File: src/rtl/ball_pkg.sv
// Shared types and playfield bounds for the ball motion engine.
// Bounds are ball-centre limits in the display's x_cnt/y_cnt coordinate system.
package ball_pkg;

    localparam int N_BALLS = 5;
    localparam int X_MIN   = 66;
    localparam int X_MAX   = 825;
    localparam int Y_MIN   = 43;
    localparam int Y_MAX   = 482;

    typedef logic [9:0]        coord_x_t;
    typedef logic [8:0]        coord_y_t;
    typedef logic signed [4:0] vel_t;

    typedef enum logic [1:0] {
        IDLE,
        UPDATE,
        COMMIT
    } state_t;

    // -16 has no positive counterpart in 5 bits, so it is pulled in to -15
    function automatic vel_t sat_vel(input vel_t v);
        return (v == vel_t'(5'b10000)) ? vel_t'(5'b10001) : v;
    endfunction

endpackage

File: src/rtl/ball_motion_axis_step.sv
// One-axis move-and-reflect step: adds a signed velocity to a coordinate and
// mirrors the result about the wall it crossed, negating the velocity.
module ball_axis_step
    import ball_pkg::*;
#(
    parameter int W   = 10,
    parameter int MIN = 66,
    parameter int MAX = 825
) (
    input  logic [W-1:0] i_p,
    input  vel_t         i_v,
    output logic [W-1:0] o_p,
    output vel_t         o_v
);

    localparam logic signed [11:0] L_MIN  = 12'(MIN);
    localparam logic signed [11:0] L_MAX  = 12'(MAX);
    localparam logic signed [11:0] L_MIN2 = 12'(2 * MIN);
    localparam logic signed [11:0] L_MAX2 = 12'(2 * MAX);

    logic signed [11:0] w_n;
    logic signed [11:0] w_lo;
    logic signed [11:0] w_hi;

    assign w_n  = $signed({{(12 - W){1'b0}}, i_p}) + $signed({{7{i_v[4]}}, i_v});
    assign w_lo = L_MIN2 - w_n;
    assign w_hi = L_MAX2 - w_n;

    always_comb begin
        o_p = w_n[W-1:0];
        o_v = i_v;
        if (w_n < L_MIN) begin
            o_p = w_lo[W-1:0];
            o_v = -i_v;
        end else if (w_n > L_MAX) begin
            o_p = w_hi[W-1:0];
            o_v = -i_v;
        end
    end

endmodule

File: src/rtl/ball_motion.sv
// Per-frame position engine: steps one ball per cycle after end-of-frame, then
// commits all ten coordinates together so the display never sees a mixed frame.
module ball_motion #(
    parameter int N_BALLS = 5,
    parameter int X_MIN   = 66,
    parameter int X_MAX   = 825,
    parameter int Y_MIN   = 43,
    parameter int Y_MAX   = 482
) (
    input  logic       iCLK,
    input  logic       iRST_n,
    input  logic       iEnd_Frame,
    input  logic       iEnable,
    input  logic       iWR,
    input  logic [2:0] iWR_IDX,
    input  logic [9:0] iWR_X,
    input  logic [8:0] iWR_Y,
    input  logic [4:0] iWR_VX,
    input  logic [4:0] iWR_VY,
    output logic [9:0] oX1,
    output logic [9:0] oX2,
    output logic [9:0] oX3,
    output logic [9:0] oX4,
    output logic [9:0] oX5,
    output logic [8:0] oY1,
    output logic [8:0] oY2,
    output logic [8:0] oY3,
    output logic [8:0] oY4,
    output logic [8:0] oY5,
    output logic       oBusy,
    output logic       oUpdate_Done
);

    import ball_pkg::*;

    state_t     r_state;
    state_t     w_state_next;
    logic [2:0] r_idx;
    logic [2:0] w_idx_next;
    logic       r_busy;
    logic       r_done;

    coord_x_t w_wx [N_BALLS];
    coord_y_t w_wy [N_BALLS];
    vel_t     w_vx [N_BALLS];
    vel_t     w_vy [N_BALLS];
    coord_x_t w_ox [N_BALLS];
    coord_y_t w_oy [N_BALLS];

    coord_x_t w_step_x;
    coord_y_t w_step_y;
    vel_t     w_step_vx;
    vel_t     w_step_vy;

    logic     w_wr_ok;
    coord_x_t w_wr_x;
    coord_y_t w_wr_y;
    vel_t     w_wr_vx;
    vel_t     w_wr_vy;

    // Writes are only taken in IDLE, so they never race the update sweep
    assign w_wr_ok = iWR && !r_busy && (iWR_IDX < 3'(N_BALLS));
    assign w_wr_x  = (iWR_X < 10'(X_MIN)) ? 10'(X_MIN) :
                     (iWR_X > 10'(X_MAX)) ? 10'(X_MAX) : iWR_X;
    assign w_wr_y  = (iWR_Y < 9'(Y_MIN)) ? 9'(Y_MIN) :
                     (iWR_Y > 9'(Y_MAX)) ? 9'(Y_MAX) : iWR_Y;
    assign w_wr_vx = sat_vel(vel_t'(iWR_VX));
    assign w_wr_vy = sat_vel(vel_t'(iWR_VY));

    ball_axis_step #(.W(10), .MIN(X_MIN), .MAX(X_MAX)) u_step_x (
        .i_p (w_wx[r_idx]),
        .i_v (w_vx[r_idx]),
        .o_p (w_step_x),
        .o_v (w_step_vx)
    );

    ball_axis_step #(.W(9), .MIN(Y_MIN), .MAX(Y_MAX)) u_step_y (
        .i_p (w_wy[r_idx]),
        .i_v (w_vy[r_idx]),
        .o_p (w_step_y),
        .o_v (w_step_vy)
    );

    always_comb begin
        w_state_next = r_state;
        w_idx_next   = r_idx;
        case (r_state)
            IDLE: begin
                if (iEnable && iEnd_Frame) begin
                    w_state_next = UPDATE;
                    w_idx_next   = 3'd0;
                end
            end
            UPDATE: begin
                if (r_idx == 3'(N_BALLS - 1)) begin
                    w_state_next = COMMIT;
                end else begin
                    w_idx_next = r_idx + 3'd1;
                end
            end
            COMMIT:  w_state_next = IDLE;
            default: w_state_next = IDLE;
        endcase
    end

    always_ff @(posedge iCLK or negedge iRST_n) begin
        if (!iRST_n) begin
            r_state <= IDLE;
            r_idx   <= 3'd0;
            r_busy  <= 1'b0;
            r_done  <= 1'b0;
        end else begin
            r_state <= w_state_next;
            r_idx   <= w_idx_next;
            r_busy  <= (w_state_next != IDLE);
            r_done  <= (r_state == COMMIT);
        end
    end

    genvar gi;
    generate
        for (gi = 0; gi < N_BALLS; gi++) begin : g_ball
            localparam coord_x_t RST_X = coord_x_t'(146 + 150 * gi);
            localparam coord_y_t RST_Y = coord_y_t'(262);

            coord_x_t r_wx;
            coord_y_t r_wy;
            vel_t     r_vx;
            vel_t     r_vy;
            coord_x_t r_ox;
            coord_y_t r_oy;

            always_ff @(posedge iCLK or negedge iRST_n) begin
                if (!iRST_n) begin
                    r_wx <= RST_X;
                    r_wy <= RST_Y;
                    r_vx <= '0;
                    r_vy <= '0;
                    r_ox <= RST_X;
                    r_oy <= RST_Y;
                end else if (w_wr_ok && (iWR_IDX == 3'(gi))) begin
                    r_wx <= w_wr_x;
                    r_wy <= w_wr_y;
                    r_vx <= w_wr_vx;
                    r_vy <= w_wr_vy;
                    r_ox <= w_wr_x;
                    r_oy <= w_wr_y;
                end else if ((r_state == UPDATE) && (r_idx == 3'(gi))) begin
                    r_wx <= w_step_x;
                    r_wy <= w_step_y;
                    r_vx <= w_step_vx;
                    r_vy <= w_step_vy;
                end else if (r_state == COMMIT) begin
                    r_ox <= r_wx;
                    r_oy <= r_wy;
                end
            end

            assign w_wx[gi] = r_wx;
            assign w_wy[gi] = r_wy;
            assign w_vx[gi] = r_vx;
            assign w_vy[gi] = r_vy;
            assign w_ox[gi] = r_ox;
            assign w_oy[gi] = r_oy;
        end
    endgenerate

    assign oX1          = w_ox[0];
    assign oX2          = w_ox[1];
    assign oX3          = w_ox[2];
    assign oX4          = w_ox[3];
    assign oX5          = w_ox[4];
    assign oY1          = w_oy[0];
    assign oY2          = w_oy[1];
    assign oY3          = w_oy[2];
    assign oY4          = w_oy[3];
    assign oY5          = w_oy[4];
    assign oBusy        = r_busy;
    assign oUpdate_Done = r_done;

endmodule

File: config.mk
export PLATFORM = sky130hd
export DESIGN_NAME = ball_motion
export DESIGN_NICKNAME = d
export VERILOG_FILES = /design/src/rtl/ball_pkg.sv /design/src/rtl/ball_motion_axis_step.sv /design/src/rtl/ball_motion.sv
export SDC_FILE = /design/constraint.sdc
export NUM_CORES = 1
export LEC_CHECK = 0
export ABC_AREA = 0
export CORE_MARGIN = 8
export CORE_UTILIZATION = 55
export CTS_CLUSTER_SIZE = 24
export DETAILED_ROUTE_END_ITERATION = 8
export PLACE_DENSITY = 0.77
export SKIP_LAST_GASP = 1
export SLEW_MARGIN = 20
export SYNTH_ARGS = -nofsm -noshare
export SYNTH_HDL_FRONTEND = slang
export SYNTH_SLANG_ARGS = --single-unit
export TNS_END_PERCENT = 1
File: constraint.sdc
create_clock -name iCLK -period 9.35 [get_ports iCLK]
set_input_delay 1.87 -clock iCLK [delete_from_list [all_inputs] [get_ports iCLK]]
set_output_delay 1.87 -clock iCLK [all_outputs]
set_load 0.1 [all_outputs]
==> results of run 1 <==
final cells by class:
cell class	instances	share of cell area, %
flip-flops and latches	247	36.6
well taps	335	2.45
inverters	38	0.832
repair buffers	162	9.07
clock inverters	10	0.818
clock buffers	44	4.97
multi-input cells	1225	45.2
per-layer routing:
layer | part of all wire [%] | wire, µm | track usage [%]
met1 | 40 | 21000 | 44.3
met3 | 12 | 6110 | 8.34
met2 | 44 | 23000 | 49.0
met4 | 3.6 | 1870 | 12.8
met5 | 0.20 | 106 | 2.56
cells in the mapped netlist, types with 31 or more instances:
library cell / number / share of area, %
nand2_1: 366 / 9.4
dfrtp_1: 171 / 29
a31oi_1: 123 / 5.3
nor2_1: 119 / 3.1
clkbuf_1: 92 / 2.4
dfstp_2: 76 / 14
a21oi_1: 64 / 2.2
o21ai_0: 64 / 2.2
nand3_1: 53 / 1.8
inv_1: 37 / 0.95
mux2i_1: 37 / 2.5
ha_1: 36 / 3.1
o211ai_1: 32 / 1.6
a22oi_1: 31 / 1.6
worst max-delay path by stage:
stage | from | endpoint
final | r_idx[0] | g_ball[1].r_wx[2]
after global routing | r_idx[0] | g_ball[1].r_wx[2]
after CTS | r_idx[0] | g_ball[1].r_wx[2]
after detailed placement | r_idx[0] | g_ball[1].r_wx[2]
after global placement | r_idx[0] | g_ball[4].r_wx[2]
after floorplan | r_idx[0] | g_ball[4].r_wx[8]
cells in the final DEF (no fill, tap or decap), drive strengths merged, types with 5 or more instances in the layout:
| master | netlist | final |
|---|---|---|
| a211o | 9 | 9 |
| mux2i | 37 | 37 |
| inv | 38 | 41 |
| clkdlybuf4s50 | 0 | 132 |
| a22oi | 35 | 35 |
| xnor2 | 26 | 26 |
| o21ai | 83 | 83 |
| dfstp | 76 | 76 |
| nor3 | 17 | 17 |
| ha | 36 | 36 |
| nand4 | 5 | 5 |
| nand2 | 367 | 367 |
| a21oi | 68 | 68 |
| and3 | 9 | 9 |
| mux2 | 5 | 5 |
| xor2 | 8 | 8 |
| or3 | 5 | 5 |
| a211oi | 13 | 13 |
| o21bai | 6 | 6 |
| a22o | 18 | 18 |
| o22ai | 12 | 12 |
| o21a | 24 | 24 |
| a21o | 7 | 7 |
| buf | 21 | 30 |
| dfrtp | 171 | 171 |
| o211ai | 33 | 33 |
| and2 | 14 | 14 |
| nor2 | 121 | 121 |
| nand3 | 53 | 53 |
| nand2b | 6 | 6 |
| clkbuf | 92 | 44 |
| mux4 | 25 | 25 |
| a31oi | 125 | 125 |
state kept, by name (all words and copies together) (netlist names):
register	cells
oX5	10
oY4	9
g_ball.r_wy	45
r_idx	3
g_ball.r_vx	25
oY3	9
oX1	10
oY1	9
oX3	10
oX4	10
g_ball.r_wx	50
g_ball.r_vy	25
r_state	2
oX2	10
oY2	9
oY5	9
oUpdate_Done	1
oBusy	1
stage by stage:
stage          utilization, %  hold slack (ns)  setup WS (ns)  cells  instance area, µm²
6_report                 65.8            0.492           3.23   2061               17100
5_1_grt                  65.8            0.500           2.81   2061               17100
4_1_cts                  65.8            0.492           3.37   2061               17100
3_5_place_dp             62.0            0.481           3.50   2007               16100
3_3_place_gp             62.0            0.481           3.61   2007               16100
2_1_floorplan               -            0.439           4.18   1623               14600
worst min-delay path, stage by stage, from the launching register on:
cell and delay, ns:
dfstp_2 0.38, nand2_1 0.05, a31oi_1 0.07
cell families after synthesis:
group                      count (synthesis)
muxes                                     67
xor gates and xnor gates                  34
AOI/OAI and AO/OA                        461
adders and majority gates                 38
and+or+nand+nor                          625
DFF                                      247
buffers and inverters                    151
==> metrics.txt, run 1 <==
status=finished clean; FF-to-FF setup slack=3.23 ns; largest net degree at the start of global routing=around 130; final hold vios=0; H-tree levels=1; Hold-fix buffers, CTS=0; RSZ-0062 raised after global routing=false; Fin Clk Skew=0.0265 ns; first-pass GRT wire length=80600 µm; total gr overflow=0; multi-input logic area=7750 µm²; Fill cells=2083; EDFF count, synth=0; Primary FF master, synth=dfrtp_1; total CTS buffers=29; IO Pins=134; Synth Instances=roughly 1600; Post CTS Setup Buffer Count=0; First DRT Iteration DRCs=1785; DIE WIDTH=179 µm; Peak Freq=0.163 GHz; Synth Area in XOR/XNOR=2.66%; ant diodes=0; Tot GR Track Use=32.6%; mux contribution to synthesized area=6.78%; post-synthesis adder-cell area fraction=3.36%; Least-Margin Pin Slew=roughly 1.1 ns; synth warn=0; FF/Latch Area=6280 µm²; share of cells above drive strength 1=13.7%; ANT nets after route=0; TNS Setup=0 ns; max incr delay on CP=0.79 ns; clk sinks=247; I/O Buffers=133; synthesized area=14600 µm²; Residual DRC=0; Detail Placement HPWL=35700 µm; worst-path maximum fanout=22; reg-to-reg endpoint=g_ball[1].r_wx[2]; Avg Cell Area, Syn=8.99 µm²; post-synthesis compound-gate area fraction=21.8%; CP Buf/Inv Count=3; Hold Path End=oY5[1]; ratio of final minimum period to clock period=between 60% and 70%; clock root buffer=clkbuf_16; Via Count=13800; WP data arrival=6.52 ns; P&R area growth vs syn=17.4%; Crit Path Class=flop to flop; Clock Pin Slew Worst Setup and Hold Paths=around 0.06 ns; Final Critical Period=6.12 ns; Worst setup EP type=flop; Worst R2R Path Depth=15; final WL=52000 µm; worst hold path type=flop to flop; CTS Buffer Depth=3; first drt pass iteration count=6; unique cell type count in the Yosys netlist=91; row count=59; via-per-instance ratio=about 6.7; nets=1778; CTS tree=built; core area=26100 µm²; Synth Register Bits=247; register area share after synthesis=around 43%; Crit path required time=9.75 ns; Reg-to-Reg Start=r_idx[0]; cell family contributing the most delay on the critical path=compound AO/OA/AOI/OAI gates; CP max-delay cell=dfrtp_2; Die Y=~180 µm; Final Slew Violations=0; crit-path cells=buf_4 > mux4_2 > a22oi_1 > inv_1 > ha_1 > fa_1 > a21o_1 > a221oi_2 > xor2_1 > a221oi_1 > o41ai_2 > buf_4 > a22oi_1 > xnor2_1 > o211ai_1; startpoint types=flop; relative slew slack=26.5%; max-cap violation count=0; initial antenna violation count=0; post-synthesis simple-gate area fraction=a little under a fifth; instance count on the critical path=15; Worst Hold Launch=g_ball[4].r_wy[1]; Starting Density=56.0%; hold depth=2; cts repair resizes=0; die footprint=32000 µm²; vias in the first global route=13800; ys async rst share=between 90% and 100%; main combinational cell family by area after synthesis=compound AO/OA/AOI/OAI gates; post-synth net total=1698; Final setup violation count=0; gpl congestion=0.968; Avg WL per Cell=25.3 µm; Clk Latency, worst-skew pair=0.56 ns
Power of run 1 is not shown: default switching activity piles up to over one toggle a cycle in this logic, so the estimate is an artifact.
==> run 2, diff against run 1 <==
Settings changed: CORE_UTILIZATION 55 to 53.
Clock period 9.35 ns to 5.35 ns, I/O delays scaled along.
==> metrics.txt, run 2 (synthesis gave the netlist of run 1 again) <==
status=finished clean; cell family contributing the most delay on the critical path=compound AO/OA/AOI/OAI gates; pre-CTS setup slack=0.411 ns (-3.09 ns); ANT nets after route=0 (unchanged); Crit path required time=5.74 ns (-4.01 ns); TNS Setup=0 ns (unchanged); crit-path cells=buf_4 > mux4_2 > a22oi_1 > inv_1 > ha_1 > a21o_1 > a21oi_2 > or4b_1 > a31oi_1 > o311ai_4 > a211oi_1 > o32ai_2 > xor2_2 > a211oi_2; initial antenna violation count=2 (+2); Final setup violation count=0 (unchanged); WP data arrival=5.44 ns (-1.08 ns); CP max-delay cell=dfrtp_1; Detail Placement HPWL=37100 µm (+4.0%); RSZ-0062 raised after global routing=false; clock root buffer=clkbuf_16; Clk Latency, worst-skew pair=0.56 ns (about the same); startpoint types=flop; worst hold path type=flop to flop; IO Pins=134 (unchanged); register bank with the most flops=g_ball.r_wx; Worst R2R Path Depth=14 (-1); total gr overflow=0 (unchanged); Via Count=13800 (+0.080%); gpl congestion=0.954 (-1.4%); Worst setup EP type=flop; crit path from=r_idx[1]; Final Critical Period=5.05 ns (-1.07 ns); ratio of final minimum period to clock period=94.4% (+29 points); max reg flops=50 (unchanged); Crit Path Class=flop to flop; Starting Density=54.0% (-2.0 points); Least-Margin Pin Slew=1.07 ns (-0.0269 ns); Avg WL per Cell=25.2 µm (-0.39%); first-pass GRT wire length=80600 µm (about the same); first drt pass iteration count=6 (unchanged); Residual DRC=0 (unchanged); First DRT Iteration DRCs=1597 (-11%); Tot GR Track Use=31.1% (-1.4 points); nets=1803 (+1.4%); ant diodes=0 (unchanged); Top Registers=g_ball.r_wx x50, g_ball.r_wy x45; die footprint=33100 µm² (+3.4%); FF-to-FF setup slack=0.30 ns (-2.93 ns); Hold-fix buffers, CTS=0 (unchanged); share of cells above drive strength 1=15.1% (+1.4 points); CTS tree=built; max incr delay on CP=0.73 ns (-0.06 ns); I/O Buffers=133 (unchanged); relative slew slack=28.3% (+1.8 points); Post CTS Setup Buffer Count=0 (unchanged); final hold vios=0 (unchanged); final WL=52600 µm (+1.0%); CP Buf/Inv Count=2 (-1); Clock Pin Slew Worst Setup and Hold Paths=0.06 ns (about the same); vias in the first global route=13500 (-1.8%); CTS Buffer Depth=3 (unchanged); WHS=0.497 ns (+0.00477 ns); core area=27000 µm² (+3.7%); largest net degree at the start of global routing=111 (-14%); clk sinks=247 (unchanged); Reg-to-Reg Start=r_idx[1]; total CTS buffers=27 (-6.9%); Peak Freq=0.198 GHz (+21%); P&R area growth vs syn=18.7%; instance count on the critical path=14 (-1); via-per-instance ratio=6.62 (-1.3%); worst-path maximum fanout=10 (-55%); row count=60 (+1.7%); Critical Path End=g_ball[3].r_wx[8]; commonest cells after routing, fill and taps aside=nand2_1, dfrtp_1, clkdlybuf4s50_1; Die Y=182 µm (+1.7%); reg-to-reg endpoint=g_ball[3].r_wx[8]; commonest non-fill, non-tap cell in the layout=nand2_1; cts repair resizes=0 (unchanged); Final Slew Violations=0 (unchanged); H-tree levels=1 (unchanged); Fin Clk Skew=0.0296 ns (+0.00309 ns); max-cap violation count=0 (unchanged); DIE WIDTH=182 µm (+1.7%); Setup WS post-layout=0.301 ns (-2.93 ns)
-- run 2: cell count changes in the layout (fill, tap and decap cells not counted), moves of 2 or more --
cell,before,now
clkinvlp_4,0,4
clkbuf_1,8,3
buf_4,29,55
clkbuf_16,29,27
inv_6,3,1
-- run 2: area by class of cell --
cell class | count | area (µm²)
Fill cell | 2246 | 9690
Clock buffer | 37 | 783
Sequential cell | 247 | 6280
Inverter | 38 | 143
Tap cell | 341 | 427
Clock inverter | 13 | 179
Timing Repair Buffer | 189 | 1770
Multi-Input combinational cell | 1225 | 7750
-- run 2: worst min-delay path by stage --
stage / from / endpoint / slack [ns] / cells after the start
5_1_grt: oY3[8] / oY3[8] / 0.50 / 2
3_5_place_dp: oY3[8] / oY3[8] / 0.48 / 2
4_1_cts: g_ball[0].r_wx[7] / oX1[7] / 0.50 / 2
3_3_place_gp: g_ball[0].r_wx[7] / oX1[7] / 0.48 / 2
2_1_floorplan: r_state[1] / oBusy / 0.44 / 1
6_report: oX3[8] / oX3[8] / 0.50 / 2
-- run 2: per-stage QoR --
stage | instance area (µm²) | instances | utilization, %
after floorplan | 14600 | 1623 | -
after global placement | 16400 | 2040 | 60.6
after CTS | 17300 | 2090 | 64.1
final | 17300 | 2090 | 64.1
after global routing | 17300 | 2090 | 64.1
after detailed placement | 16400 | 2040 | 60.6
-- run 2: worst register-to-register path, stage by stage (launching register included) --
cell	delay (ns)
dfrtp_1	0.73
buf_4	0.31
mux4_2	0.34
a22oi_1	0.38
inv_1	0.12
ha_1	0.41
a21o_1	0.28
a21oi_2	0.32
or4b_1	0.50
a31oi_1	0.27
o311ai_4	0.13
a211oi_1	0.35
o32ai_2	0.16
xor2_2	0.43
a211oi_2	0.14
-- run 2: metal layers --
metal	part of all wire (%)	GRT usage, %	routed length (µm)
met5	0.036	0	19
met2	45	48.0	23400
met4	3.8	12.2	2000
met1	40	42.0	21300
met3	11	7.27	5840
Power of run 2 is left out for the same reason.
